`src/rtl/cardinal_nic.sv`:
```
// cardinal_nic: one-entry CPU<->router network interface, one buffer per direction.
// Optional macro NIC_POLARITY_CHECK_EN gates net_so on the router VC polarity.
module cardinal_nic #(
    parameter int DATA_WIDTH = 64
) (
    input  logic                  clk,
    input  logic                  reset,
    input  logic [0:1]            addr,
    input  logic [0:DATA_WIDTH-1] d_in,
    output logic [0:DATA_WIDTH-1] d_out,
    input  logic                  nicEn,
    input  logic                  nicWrEn,
    input  logic                  net_si,
    output logic                  net_ri,
    input  logic [0:DATA_WIDTH-1] net_di,
    output logic                  net_so,
    input  logic                  net_ro,
    output logic [0:DATA_WIDTH-1] net_do,
    input  logic                  net_polarity
);

    logic [0:DATA_WIDTH-1] r_in_buf;
    logic [0:DATA_WIDTH-1] r_out_buf;
    logic                  r_in_full;
    logic                  r_out_full;

    logic w_eligible;
    logic w_cpu_rd_in;
    logic w_cpu_wr_out;
    logic w_net_rx;
    logic w_net_tx;

`ifdef NIC_POLARITY_CHECK_EN
    // bit 0 of the packet carries its virtual channel
    assign w_eligible = (r_out_buf[0] == net_polarity);
`else
    // polarity is not consulted in this build
    assign w_eligible = net_polarity | 1'b1;
`endif

    assign net_ri = !r_in_full;
    assign net_so = r_out_full && w_eligible;
    assign net_do = r_out_buf;

    assign w_cpu_rd_in  = nicEn && !nicWrEn && (addr == 2'b00) && r_in_full;
    assign w_cpu_wr_out = nicEn && nicWrEn && (addr == 2'b10) && !r_out_full;
    assign w_net_rx     = net_si && net_ri;
    assign w_net_tx     = net_so && net_ro;

    always_comb begin
        d_out = '0;
        if (nicEn) begin
            unique case (addr)
                2'b00: d_out = r_in_buf;
                2'b01: d_out[DATA_WIDTH-1] = r_in_full;
                2'b10: d_out = r_out_buf;
                2'b11: d_out[DATA_WIDTH-1] = r_out_full;
            endcase
        end
    end

    // input path: full and empty conditions make rx and CPU drain exclusive
    always_ff @(posedge clk) begin
        if (reset) begin
            r_in_buf  <= '0;
            r_in_full <= 1'b0;
        end else if (w_net_rx) begin
            r_in_buf  <= net_di;
            r_in_full <= 1'b1;
        end else if (w_cpu_rd_in) begin
            r_in_full <= 1'b0;
        end
    end

    // output path: a write landing on the draining edge is dropped
    always_ff @(posedge clk) begin
        if (reset) begin
            r_out_buf  <= '0;
            r_out_full <= 1'b0;
        end else if (w_cpu_wr_out) begin
            r_out_buf  <= d_in;
            r_out_full <= 1'b1;
        end else if (w_net_tx) begin
            r_out_full <= 1'b0;
        end
    end

endmodule
```
`config.mk`:
```
export PLATFORM = sky130hd
export DESIGN_NAME = cardinal_nic
export DESIGN_NICKNAME = d
export VERILOG_FILES = /design/src/rtl/cardinal_nic.sv
export SDC_FILE = /design/constraint.sdc
export NUM_CORES = 1
export LEC_CHECK = 0
export BUFFER_PORTS_ARGS = -buffer_cell sky130_fd_sc_hd__buf_4
export CAP_MARGIN = 20
export CORE_MARGIN = 2
export CORE_UTILIZATION = 47
export DETAILED_ROUTE_END_ITERATION = 12
export GPL_TIMING_DRIVEN = 1
export PLACE_DENSITY_LB_ADDON = 0.2
export SYNTH_ARGS = -nofsm -noshare
export SYNTH_HDL_FRONTEND = slang
export SYNTH_SLANG_ARGS = --single-unit
```
`constraint.sdc`:
```
create_clock -name clk -period 1.5 [get_ports clk]
set_input_delay 0.225 -clock clk [delete_from_list [all_inputs] [get_ports clk]]
set_output_delay 0.225 -clock clk [all_outputs]
set_load 0.03 [all_outputs]
```
### Word-level counts from Yosys, hierarchy flattened

Cells that the tools add are included.

* register bits after elaboration: 130
* input bits: 137
* output and inout port bits: 130
* logic and storage cells: 28

* equal/unequal tests: 3
* muxes and demuxes: 7
* reduce and logical (&&, ||, !) cells: 14

Operator list (count)
* one-hot mux 63 bit (2 select lines): 1
* two-way mux 64 bit: 1
* logical AND 1 bit: 8
* == test 2 bit (second input constant): 2
* two-way mux 1 bit: 4
* one-hot mux 1 bit (4 select lines): 1
* nonzero test 2 bit: 2
* logical NOT 1 bit: 3
* == test 2 x 1 -> 1 bit (second input constant): 1
* logical NOT 2 bit: 1

### Longest topological paths before layout

Gate-level depths: netlist (run 1).

* depth after elaboration: 6
* gate-level depth with buffers: 6
* gate-level depth less buffers: 3

### Worst setup path before layout (run 1)

No wires, ideal clock.

* kind: input port to output port
* from: input addr[1] in the netlist's numbering
* to: output d_out[10] in the netlist's numbering
* arrival time: 1.196 ns
* required time: 1.275 ns
* setup slack: 0.079 ns
* stages: 4
* path buffers: 2
* path through: nor3b_1 > clkbuf_1 > buf_2 > a22o_1

* longest elaborated chain between the ends: 3
* elaborated cells on any way between the ends: 4
* those cells by class: eq/ne: 1; mux: 2; reduce/logical: 1

RTL lines
* start: declaration: RTL line 8 `input logic [0:1] addr,`
* == test 2 bit / logical NOT 2 bit (equally long branches): RTL line 53 `unique case (addr)`
* one-hot mux 63 bit (2 select lines) *: RTL line 53
* two-way mux 64 bit *: RTL line 52 `if (nicEn) begin`
* end: declaration: RTL line 10 `output logic [0:DATA_WIDTH-1] d_out,`

Every way passes the cells marked *; elsewhere a longest branch is shown, timed or not.

### Worst setup path in the final report (run 1)

* from: register r_out_full (netlist: net_so)
* to: output d_out[63] in the netlist's numbering

* longest elaborated chain between the ends: 2

RTL lines
* start: declaration: RTL line 25 `logic r_out_full;`
* start signal: assignment: RTL line 79 `r_out_full <= 1'b0;`
* start signal: assignment: RTL line 82 `r_out_full <= 1'b1;`
* start signal: assignment: RTL line 84 `r_out_full <= 1'b0;`
* one-hot mux 1 bit (4 select lines): RTL line 53
* two-way mux 64 bit: RTL line 52

Every way passes these cells.

==> metrics.txt, run 1 <==
layout cell share with drive strength beyond 1 35.57%; Tot GR Track Use 25.84%; final setup vio count 1; buffers plus inverters on the worst setup path 1; vias 5,527; Period minus WS final 1.698 ns; post-route cell area 8676 um^2; Post-synth EDFFs 0; cell area power density 1032 nW/um^2; Yosys top cell by area dfxtp_1; worst r2r path cells 5; CTS Buffer Depth 2; Worst R2R End net_do[2]; crit path launch type flip-flop; top cells by area, synth dfxtp_1, nand2b_1, mux2i_1; post-route setup slack -0.1982 ns; P_leak 0.003768 uW; post-synthesis cell area 5822 um^2; clock tree from TritonCTS done; CP cell instances mux4_2, and2_4, buf_6; Crit Path Class reg -> out; clk slew on worst S/H paths 0.05 ns; fin cells 1,079; die footprint 13,290 um^2; Syn Nets 783; ANT cells 0; PortBufs 265; Layout Skew 0.006289 ns; global-route wire length before repair 26,720 um; CP endpoint kind output port; Layout fillers 941; sequential share of the synthesized area 44.70%; Hold Path Stages 3; drt wl/cell 16.21 um; fin. max-slew vios 0; endpoints failing hold 0; vias per inst 5.122; initial antenna violation count 0; Async S/R FF share, synth 0%; Hold Startpoint net_di[45]; Least-Margin Pin Slew 0.2790 ns; Num CTS Buffers 17; Initial Util 48.27%; failing checks negative setup slack; CP Data Arrival Time 1.47 ns; grt ovf 0; Synth top area share 44.70%; worst r2r src net_so; DP Area 8063 um^2; H-Tree Depth 4; row count 40; Critical Path RT 1.27 ns; most frequent cell after synthesis dfxtp_1; ys flop type dfxtp_1; clock sink count 130; end of the worst hold path r_in_buf[45]; Peak VDD IR 719.0 uV; Syn. warnings 0; Max Fclk 588.9 MHz; slowest stage cell, crit path mux4_2; Crit path largest cell delay 0.46 ns; Top Family by Delay on Critical Path multiplexers; worst min path class in -> reg; Skew-Pair Late Insertion Delay 0.41 ns; period utilisation layout 113.2%; Max Cap Violations 0; DRT Pass-1 Iters 5; Cells after Synth 646; Post-DP HPWL 12,650 um; die width 115.3 um; Synth cell types 23; Final ANT Viol Nets 0; area delta synth->final 49.02%; RSZ-0062 raised after global routing yes; Clock Tree Root clkbuf_16; CORE AREA 12,060 um^2; RePlAce Congestion 0.8474; WL final 17,490 um; Residual DRC 0; register bit total from synthesis 130; Hold Buf Count CTS 0; Ports 267; placed insts 1,048; Syn Area/Cell 9.012 um^2; Die Ht 115.3 um; Worst slew margin 81.40%; CP Max Fanout 2; DR iter-0 viols 286; largest net degree at the start of global routing 65; vias in the first global route 5,436; setup bufs post-CTS 0; Commonest cells post-synth dfxtp_1, nand2b_1, nand2_1; PnR Total Power 8957 uW; FF-to-FF setup slack 0.20 ns; status finished, violations left; NumNets Final 1,036
what timing repair did:
item | 4_1_cts | 5_1_grt
resized for setup | 4 | 4
pin swaps | 1 | 0
endpoints found under the setup margin | 3 | 40
per-layer routing:
| layer | vias up | part of all wire, % | track usage (%) |
|---|---|---|---|
| li1 | 2674 | - | - |
| met1 | 2592 | 39 | 29.09 |
| met3 | 31 | 8.1 | 8.593 |
| met5 | - | 0 | 0 |
| met4 | 0 | 2.8 | 10.92 |
| met2 | 230 | 50 | 44.82 |
worst max-delay path by stage:
stage | from | endpoint | slack [ns] | cells after the start
after global placement | addr[1] | d_out[15] | 0.01 | 5
after CTS | net_so | d_out[63] | -0.23 | 3
final | net_so | d_out[63] | -0.20 | 3
after global routing | net_so | d_out[63] | -0.24 | 3
after detailed placement | addr[1] | d_out[45] | -0.01 | 5
after floorplan | addr[1] | d_out[10] | 0.08 | 4
cell families (layout without fill, tap and decap cells):
logic type,Yosys count,after routing,synth area share [%]
buffers and inverters,58,323,5.502
AO/OA/AOI/OAI,129,129,15.30
AND/OR/NAND/NOR,264,264,23.10
multiplexers,65,65,11.39
flip-flops,130,130,44.70
flip-flops by register name, summed over array words and instances, names as in the netlist:
name	count
net_do	64
r_in_buf	64
net_so	1
r_in_full	1
placed cells by master (no fill, tap or decap), drive strengths merged, types with 2 or more instances in the layout:
master / synthesis / routed
mux2i: 64 / 64
dfxtp: 130 / 130
clkbuf: 25 / 26
a21oi: 64 / 64
nor2b: 2 / 2
a22o: 63 / 63
nor3b: 2 / 2
buf: 31 / 290
nand2b: 129 / 129
nand2: 128 / 128
clkinv: 0 / 2
bufinv: 0 / 3
inv: 2 / 2
layout make-up:
class	instances	area (um^2)	area share, %
clock buffers	26	489.2	5.639
inverters	2	7.507	0.08653
well taps	168	210.2	2.423
flip-flops and latches	130	2605	30.03
multi-input cells	458	2918	33.63
clock inverters	5	100.1	1.154
repair buffers	290	2346	27.04
worst min-delay path, cell delays in order:
cell and delay (ns):
buf_4 0.11, nand2_1 0.04, a21oi_1 0.05
power by group:
part	internal (uW)	total, uW	switching (uW)
clock	2730	4140	1410
combinational	573	1130	562
sequential	3600	3680	87.7
stage by stage:
| step | worst slack [ns] | util, % | hold WS, ns | TNS, ns |
|---|---|---|---|---|
| 5_1_grt | -0.2425 | 71.93 | 0.04533 | -0.3684 |
| 2_1_floorplan | 0.07925 | - | 0.3610 | 0 |
| 3_5_place_dp | -0.01092 | 66.85 | 0.4480 | -0.01092 |
| 3_3_place_gp | 0.009795 | 66.85 | 0.4423 | 0 |
| 4_1_cts | -0.2270 | 71.83 | 0.04757 | -0.2270 |
| 6_report | -0.1982 | 71.93 | 0.06127 | -0.1982 |
Note: power is estimated with default switching activity, not from simulation.
==> run 2, diff against run 1 <==
--- a/config.mk
+++ b/config.mk
@@ -5,11 +5,11 @@
 export SDC_FILE = /design/constraint.sdc
 export NUM_CORES = 1
 export LEC_CHECK = 0
-export BUFFER_PORTS_ARGS = -buffer_cell sky130_fd_sc_hd__buf_4
 export CAP_MARGIN = 20
 export CORE_MARGIN = 2
-export CORE_UTILIZATION = 47
+export CORE_UTILIZATION = 55
 export DETAILED_ROUTE_END_ITERATION = 12
+export DONT_BUFFER_PORTS = 1
 export GPL_TIMING_DRIVEN = 1
 export PLACE_DENSITY_LB_ADDON = 0.2
 export SYNTH_ARGS = -nofsm -noshare
==> metrics.txt, run 2 <==
status stopped before the end; Exit stage 4_1_cts; First Err [ERROR RSZ-0060] Max buffer count reached.; Clock Tree Root clkbuf_8; Initial Util 56.39% (+8.1 points); Synth top area share 44.70% (unchanged); Async S/R FF share, synth 0% (unchanged); Die Ht 106.9 um (-7.3%); die width 106.9 um (-7.3%); post-synthesis cell area 5822 um^2 (unchanged); ys flop type dfxtp_1; Syn Nets 783 (unchanged); RePlAce Congestion 0.8473 (about the same); row count 37 (-7.5%); Syn Area/Cell 9.012 um^2 (unchanged); Syn. warnings 0 (unchanged); post-CTS sizing 2 (-2); CTS Buffer Depth 2 (unchanged); top cells by area, synth dfxtp_1, nand2b_1, mux2i_1; most frequent cell after synthesis dfxtp_1; register bit total from synthesis 130 (unchanged); sequential share of the synthesized area 44.70% (unchanged); Post-DP HPWL 11,760 um (-7.0%); Yosys top cell by area dfxtp_1; Ports 267 (unchanged); Cells after Synth 646 (unchanged); Hold Buf Count CTS 182 (+182); Num CTS Buffers 17 (unchanged); clock sink count 130 (unchanged); H-Tree Depth 4 (unchanged); Post-synth EDFFs 0 (unchanged); PortBufs 0 (-100%); dpl ws 0.05094 ns (+0.06186 ns); Synth cell types 23 (unchanged); setup bufs post-CTS 0 (unchanged); Commonest cells post-synth dfxtp_1, nand2b_1, nand2_1
run 2: cell counts after synthesis:
Identical to the previous run, type by type.
run 2: per-stage QoR:
step                cell area (um^2)  std cells  utilization (%)  hold WS, ns
floorplan                       5822        646                -       0.3610
global placement                7530        872            72.94       0.3052
detailed placement              7530        872            72.94       0.3052
run 2: kinds of logic after synthesis:
kind of cell / synth area share (%)
buffers and inverters: 5.502
flip-flops: 44.70
AO/OA/AOI/OAI: 15.30
AND/OR/NAND/NOR: 23.10
multiplexers: 11.39
==> run 3, diff against run 2 <==
--- a/config.mk
+++ b/config.mk
@@ -7,11 +7,11 @@
 export LEC_CHECK = 0
 export CAP_MARGIN = 20
 export CORE_MARGIN = 2
-export CORE_UTILIZATION = 55
+export CORE_UTILIZATION = 40
 export DETAILED_ROUTE_END_ITERATION = 12
 export DONT_BUFFER_PORTS = 1
 export GPL_TIMING_DRIVEN = 1
-export PLACE_DENSITY_LB_ADDON = 0.2
+export PLACE_DENSITY_LB_ADDON = 0.15
 export SYNTH_ARGS = -nofsm -noshare
 export SYNTH_HDL_FRONTEND = slang
 export SYNTH_SLANG_ARGS = --single-unit
==> metrics.txt, run 3 (synthesized netlist as in run 1, its figures left out) <==
sequential share of power 42.7%; die footprint 15,540 um^2; RSZ-0062 raised after global routing yes; worst r2r path cells 6; Logic pwr share 12.1%; Max Cap Violations 0; Crit path largest cell delay 0.45 ns; Worst slew margin 78.81%; Tot GR Track Use 23.03%; Max Fclk 588.3 MHz; CP Max Fanout 2; NumNets Final 971; cell area power density 943.2 nW/um^2; area delta synth->final 56.39%; worst min path class in -> reg; layout cell share with drive strength beyond 1 22.25%; Least-Margin Pin Slew 0.3179 ns; Period minus WS final 1.700 ns; worst r2r src net_so; final setup vio count 1; DP Area 7722 um^2 (+2.6%); Layout fillers 1,161; Multi-input gate area 2922 um^2; drt wl/cell 18.30 um; PnR Total Power 8588 uW; Crit Path Class reg -> out; Initial Util 40.52% (-16 points); post-route cell area 9105 um^2; vias 5,401; global-route wire length before repair 28,780 um; failing checks negative hold slack, negative setup slack; register area 2604 um^2; Clock Tree Root clkbuf_16; internal power 6576 uW; DRT Pass-1 Iters 4; PortBufs 0 (unchanged); CP Launch Point net_so; Num CTS Buffers 17 (unchanged); vias per inst 5.249; slowest stage cell, crit path mux4_2; Net Sw Frac 23.44%; Skew-Pair Late Insertion Delay 0.41 ns; DR iter-0 viols 331; Layout Skew 0.006085 ns; NetSw 2013 uW; status finished, violations left; clock power share 45.2%; grt ovf 0; CP endpoint kind output port; ANT cells 0; CTS Buffer Depth 2 (unchanged); CP cell instances mux4_2, and2_4, buf_12; Post-DP HPWL 12,030 um (+2.3%); vias in the first global route 5,594; clk slew on worst S/H paths 0.05 ns; endpoints failing hold 63; commonest non-fill, non-tap cell in the layout dfxtp_1; row count 44 (+19%); CP Data Arrival Time 1.47 ns; Die Ht 124.6 um (+17%); Ports 267 (unchanged); die width 124.6 um (+17%); Critical Path RT 1.27 ns; FF-to-FF setup slack 0.05 ns; P_leak 0.003557 uW; Setup crit end d_out[63]; crit path launch type flip-flop; WL final 18,830 um; clock sink count 130 (unchanged); fin. max-slew vios 0; largest net degree at the start of global routing 195; CORE AREA 14,370 um^2; Peak VDD IR 704.3 uV; most frequent cells in the layout dfxtp_1, nand2_1, nand2b_1; Residual DRC 0; clock tree from TritonCTS done; RePlAce Congestion 0.8329 (-1.7%); initial antenna violation count 0; H-Tree Depth 4 (unchanged); Hold WS -0.1068 ns; post-route setup slack -0.1999 ns; Final ANT Viol Nets 0; period utilisation layout 113.3%; Worst R2R End net_do[61]
run 3: per-stage QoR:
step	util, %	TNS [ns]	setup slack (ns)	std cells
2_1_floorplan	-	0	0.07925	646
3_3_place_gp	53.74	0	0.06970	921
3_5_place_dp	53.74	-0.005115	-0.003886	921
4_1_cts	62.37	-0.2509	-0.2177	1020
5_1_grt	63.37	-0.2728	-0.2396	1029
6_report	63.37	-0.1999	-0.1999	1029
run 3: cell type report:
type | count | share of cell area [%]
inverters | 2 | 0.08245
well taps | 184 | 2.529
clock buffers | 23 | 5.030
repair buffers | 225 | 30.74
clock inverters | 7 | 0.9345
flip-flops and latches | 130 | 28.60
multi-input cells | 458 | 32.09
run 3: worst min-delay path by stage:
stage | start | end | slack (ns) | cells past startpoint
floorplan | net_di[63] | r_in_buf[63] | 0.36 | 2
global placement | reset | r_in_buf[42] | 0.31 | 1
detailed placement | reset | r_in_buf[42] | 0.31 | 1
CTS | reset | r_in_buf[43] | -0.13 | 1
global route | reset | r_in_buf[44] | -0.13 | 1
finish | reset | r_in_buf[42] | -0.11 | 1
run 3: what timing repair did:
item	in CTS	in global routing
hold buffers	68	3
hold endpoints to repair	129	65
endpoints found under the setup margin	1	49
resized for setup	3	6
cloned	0	4
pin swaps	2	1
buffers inserted	1	3
run 3: worst max-delay path, delay by kind of cell (launching register included):
| family | cells | cell delay, ns |
|---|---|---|
| flops | 1 | 0.32 |
| simple gates | 1 | 0.16 |
| buf+inv | 1 | 0.13 |
| mux | 1 | 0.45 |
run 3: metal layers:
metal	up-vias	track usage, %	share of wire [%]	wire, um
met4	0	8.328	1.9	363
met1	2595	24.89	38	7248
met2	228	41.50	51	9680
met5	-	0	0	0
li1	2550	-	-	-
met3	28	7.990	8.2	1539
run 3: power by group through the flow:
stage | combinational (uW) | clock (uW) | sequential [uW]
floorplan | 521 | 0 | 3810
global placement | 851 | 0 | 3730
detailed placement | 864 | 0 | 3740
CTS | 1010 | 3960 | 3670
global route | 1110 | 4110 | 3680
finish | 1040 | 3880 | 3670
==> run 4, diff against run 3 <==
--- a/config.mk
+++ b/config.mk
@@ -6,12 +6,14 @@
 export NUM_CORES = 1
 export LEC_CHECK = 0
 export CAP_MARGIN = 20
+export CORE_ASPECT_RATIO = 1.1
 export CORE_MARGIN = 2
 export CORE_UTILIZATION = 40
 export DETAILED_ROUTE_END_ITERATION = 12
 export DONT_BUFFER_PORTS = 1
 export GPL_TIMING_DRIVEN = 1
 export PLACE_DENSITY_LB_ADDON = 0.15
+export SKIP_CTS_REPAIR_TIMING = 1
 export SYNTH_ARGS = -nofsm -noshare
 export SYNTH_HDL_FRONTEND = slang
 export SYNTH_SLANG_ARGS = --single-unit
==> metrics.txt, run 4 (synthesized netlist as in run 1, its figures left out) <==
global-route wire length before repair 26,210 um (-8.9%); crit path launch type flip-flop; P_leak 0.003402 uW (-4.4%); most frequent cells in the layout dfxtp_1, nand2_1, nand2b_1; Period minus WS final 1.727 ns (+0.02699 ns); PortBufs 0 (unchanged); worst r2r src net_so; fin cells 1,014 (-1.5%); layout cell share with drive strength beyond 1 21.78% (-0.47 points); initial antenna violation count 0 (unchanged); Max Cap Violations 0 (unchanged); Ports 267 (unchanged); clk slew on worst S/H paths 0.05 ns (about the same); status finished, violations left; commonest non-fill, non-tap cell in the layout dfxtp_1; fin. max-slew vios 0 (unchanged); clock tree from TritonCTS done; CP Data Arrival Time 1.50 ns (+0.03 ns); FF-to-FF setup slack 0.05 ns (about the same); drt wl/cell 17.49 um (-4.4%); failing checks negative hold slack, negative setup slack; Critical Path RT 1.27 ns (about the same); final setup vio count 1 (unchanged); worst min path class in -> reg; Crit Path Class reg -> out; clock sink count 130 (unchanged); Max Fclk 579.1 MHz (-1.6%); final setup TNS -0.2269 ns (-0.02699 ns); RePlAce Congestion 0.8069 (-3.1%); Final ANT Viol Nets 0 (unchanged); Residual DRC 0 (unchanged); NumNets Final 947 (-2.5%); CP Launch Point net_so; end-of-flow core utilization 60.64% (-2.7 points); Skew-Pair Late Insertion Delay 0.42 ns (about the same); CP Max Fanout 3 (+1); area delta synth->final 49.28%; die width 119.0 um (-4.5%); Num CTS Buffers 17 (unchanged); DR iter-0 viols 239 (-28%); Tot GR Track Use 21.69% (-1.3 points); Worst R2R End net_do[5]; Die Ht 130.5 um (+4.7%); Worst slew margin 79.25% (+0.44 points); CTS Buffer Depth 2 (unchanged); Setup crit end d_out[63]; die footprint 15,540 um^2 (about the same); CP endpoint kind output port; vias per inst 5.101 (-2.8%); Layout Skew 0.007764 ns (+0.001678 ns); CORE AREA 14,330 um^2 (-0.26%); ANT cells 0 (unchanged); Least-Margin Pin Slew 0.3099 ns (-0.008005 ns); Peak VDD IR 677.7 uV (-3.8%); DRT Pass-1 Iters 4 (unchanged); Post-DP HPWL 12,070 um (+0.32%); period utilisation layout 115.1% (+1.8 points); WL final 17,740 um (-5.8%); Hold WS -0.1245 ns (-0.01772 ns); grt ovf 0 (unchanged); vias 5,172 (-4.2%); RSZ-0062 raised after global routing yes; post-route setup slack -0.2269 ns (-0.02699 ns); Initial Util 40.62% (+0.11 points); placed insts 925 (+0.43%); worst r2r path cells 4 (-2); Clock Tree Root clkbuf_16; row count 46 (+4.5%); cell area power density 1007 nW/um^2 (+6.8%); largest net degree at the start of global routing 195 (unchanged); endpoints failing hold 75 (+19%); Layout fillers 1,213 (+4.5%); vias in the first global route 4,912 (-12%); H-Tree Depth 4 (unchanged)
## run 4: worst max-delay path, cell delays in order (launching register included)
cell and delay (ns):
dfxtp_4 0.35, mux4_2 0.45, and2_4 0.16, buf_12 0.13
## run 4: stage by stage
step | total power, uW | setup WS, ns | area [um^2]
final | 8751 | -0.2269 | 8691
after CTS | 8712 | -0.3202 | 8095
after floorplan | 4326 | 0.07925 | 5822
after global routing | 9076 | -0.2653 | 8691
after detailed placement | 4582 | -0.01766 | 7502
after global placement | 4560 | 0.05215 | 7502
## run 4: power by group
part | internal (uW) | total [uW] | switching, uW
clock network | 2700 | 4130 | 1430
registers | 3590 | 3670 | 73.0
logic | 469 | 957 | 488
total | 6760 | 8750 | 1990
## run 4: final cells by class
| cell class | count | area (um^2) | area share, % |
|---|---|---|---|
| Inverter | 2 | 7.507 | 0.08638 |
| Clock inverter | 4 | 70.07 | 0.8062 |
| Multi-Input combinational cell | 458 | 2918 | 33.57 |
| Sequential cell | 130 | 2606 | 29.99 |
| Tap cell | 192 | 240.2 | 2.764 |
| Timing Repair Buffer | 201 | 2326 | 26.76 |
| Clock buffer | 27 | 523.0 | 6.018 |
## run 4: worst min path at each step
stage	slack, ns	end	cells past startpoint	startpoint
after floorplan	0.36	r_in_buf[63]	2	net_di[63]
after global placement	0.31	r_in_buf[41]	1	reset
after detailed placement	0.31	r_in_buf[44]	1	reset
after CTS	-0.13	r_in_buf[49]	1	reset
after global routing	-0.14	r_in_buf[42]	1	reset
final	-0.12	r_in_buf[47]	1	reset
## run 4: metal layers
metal  GRT usage (%)  up-vias  part of all wire [%]  wire [um]
met1           23.56     2456                    39       6830
met2           37.53      194                    50       8949
met5               0        -                     0          0
met3           8.898       28                   8.6       1534
met4           9.524        0                   2.4        422
li1                -     2494                     -          -
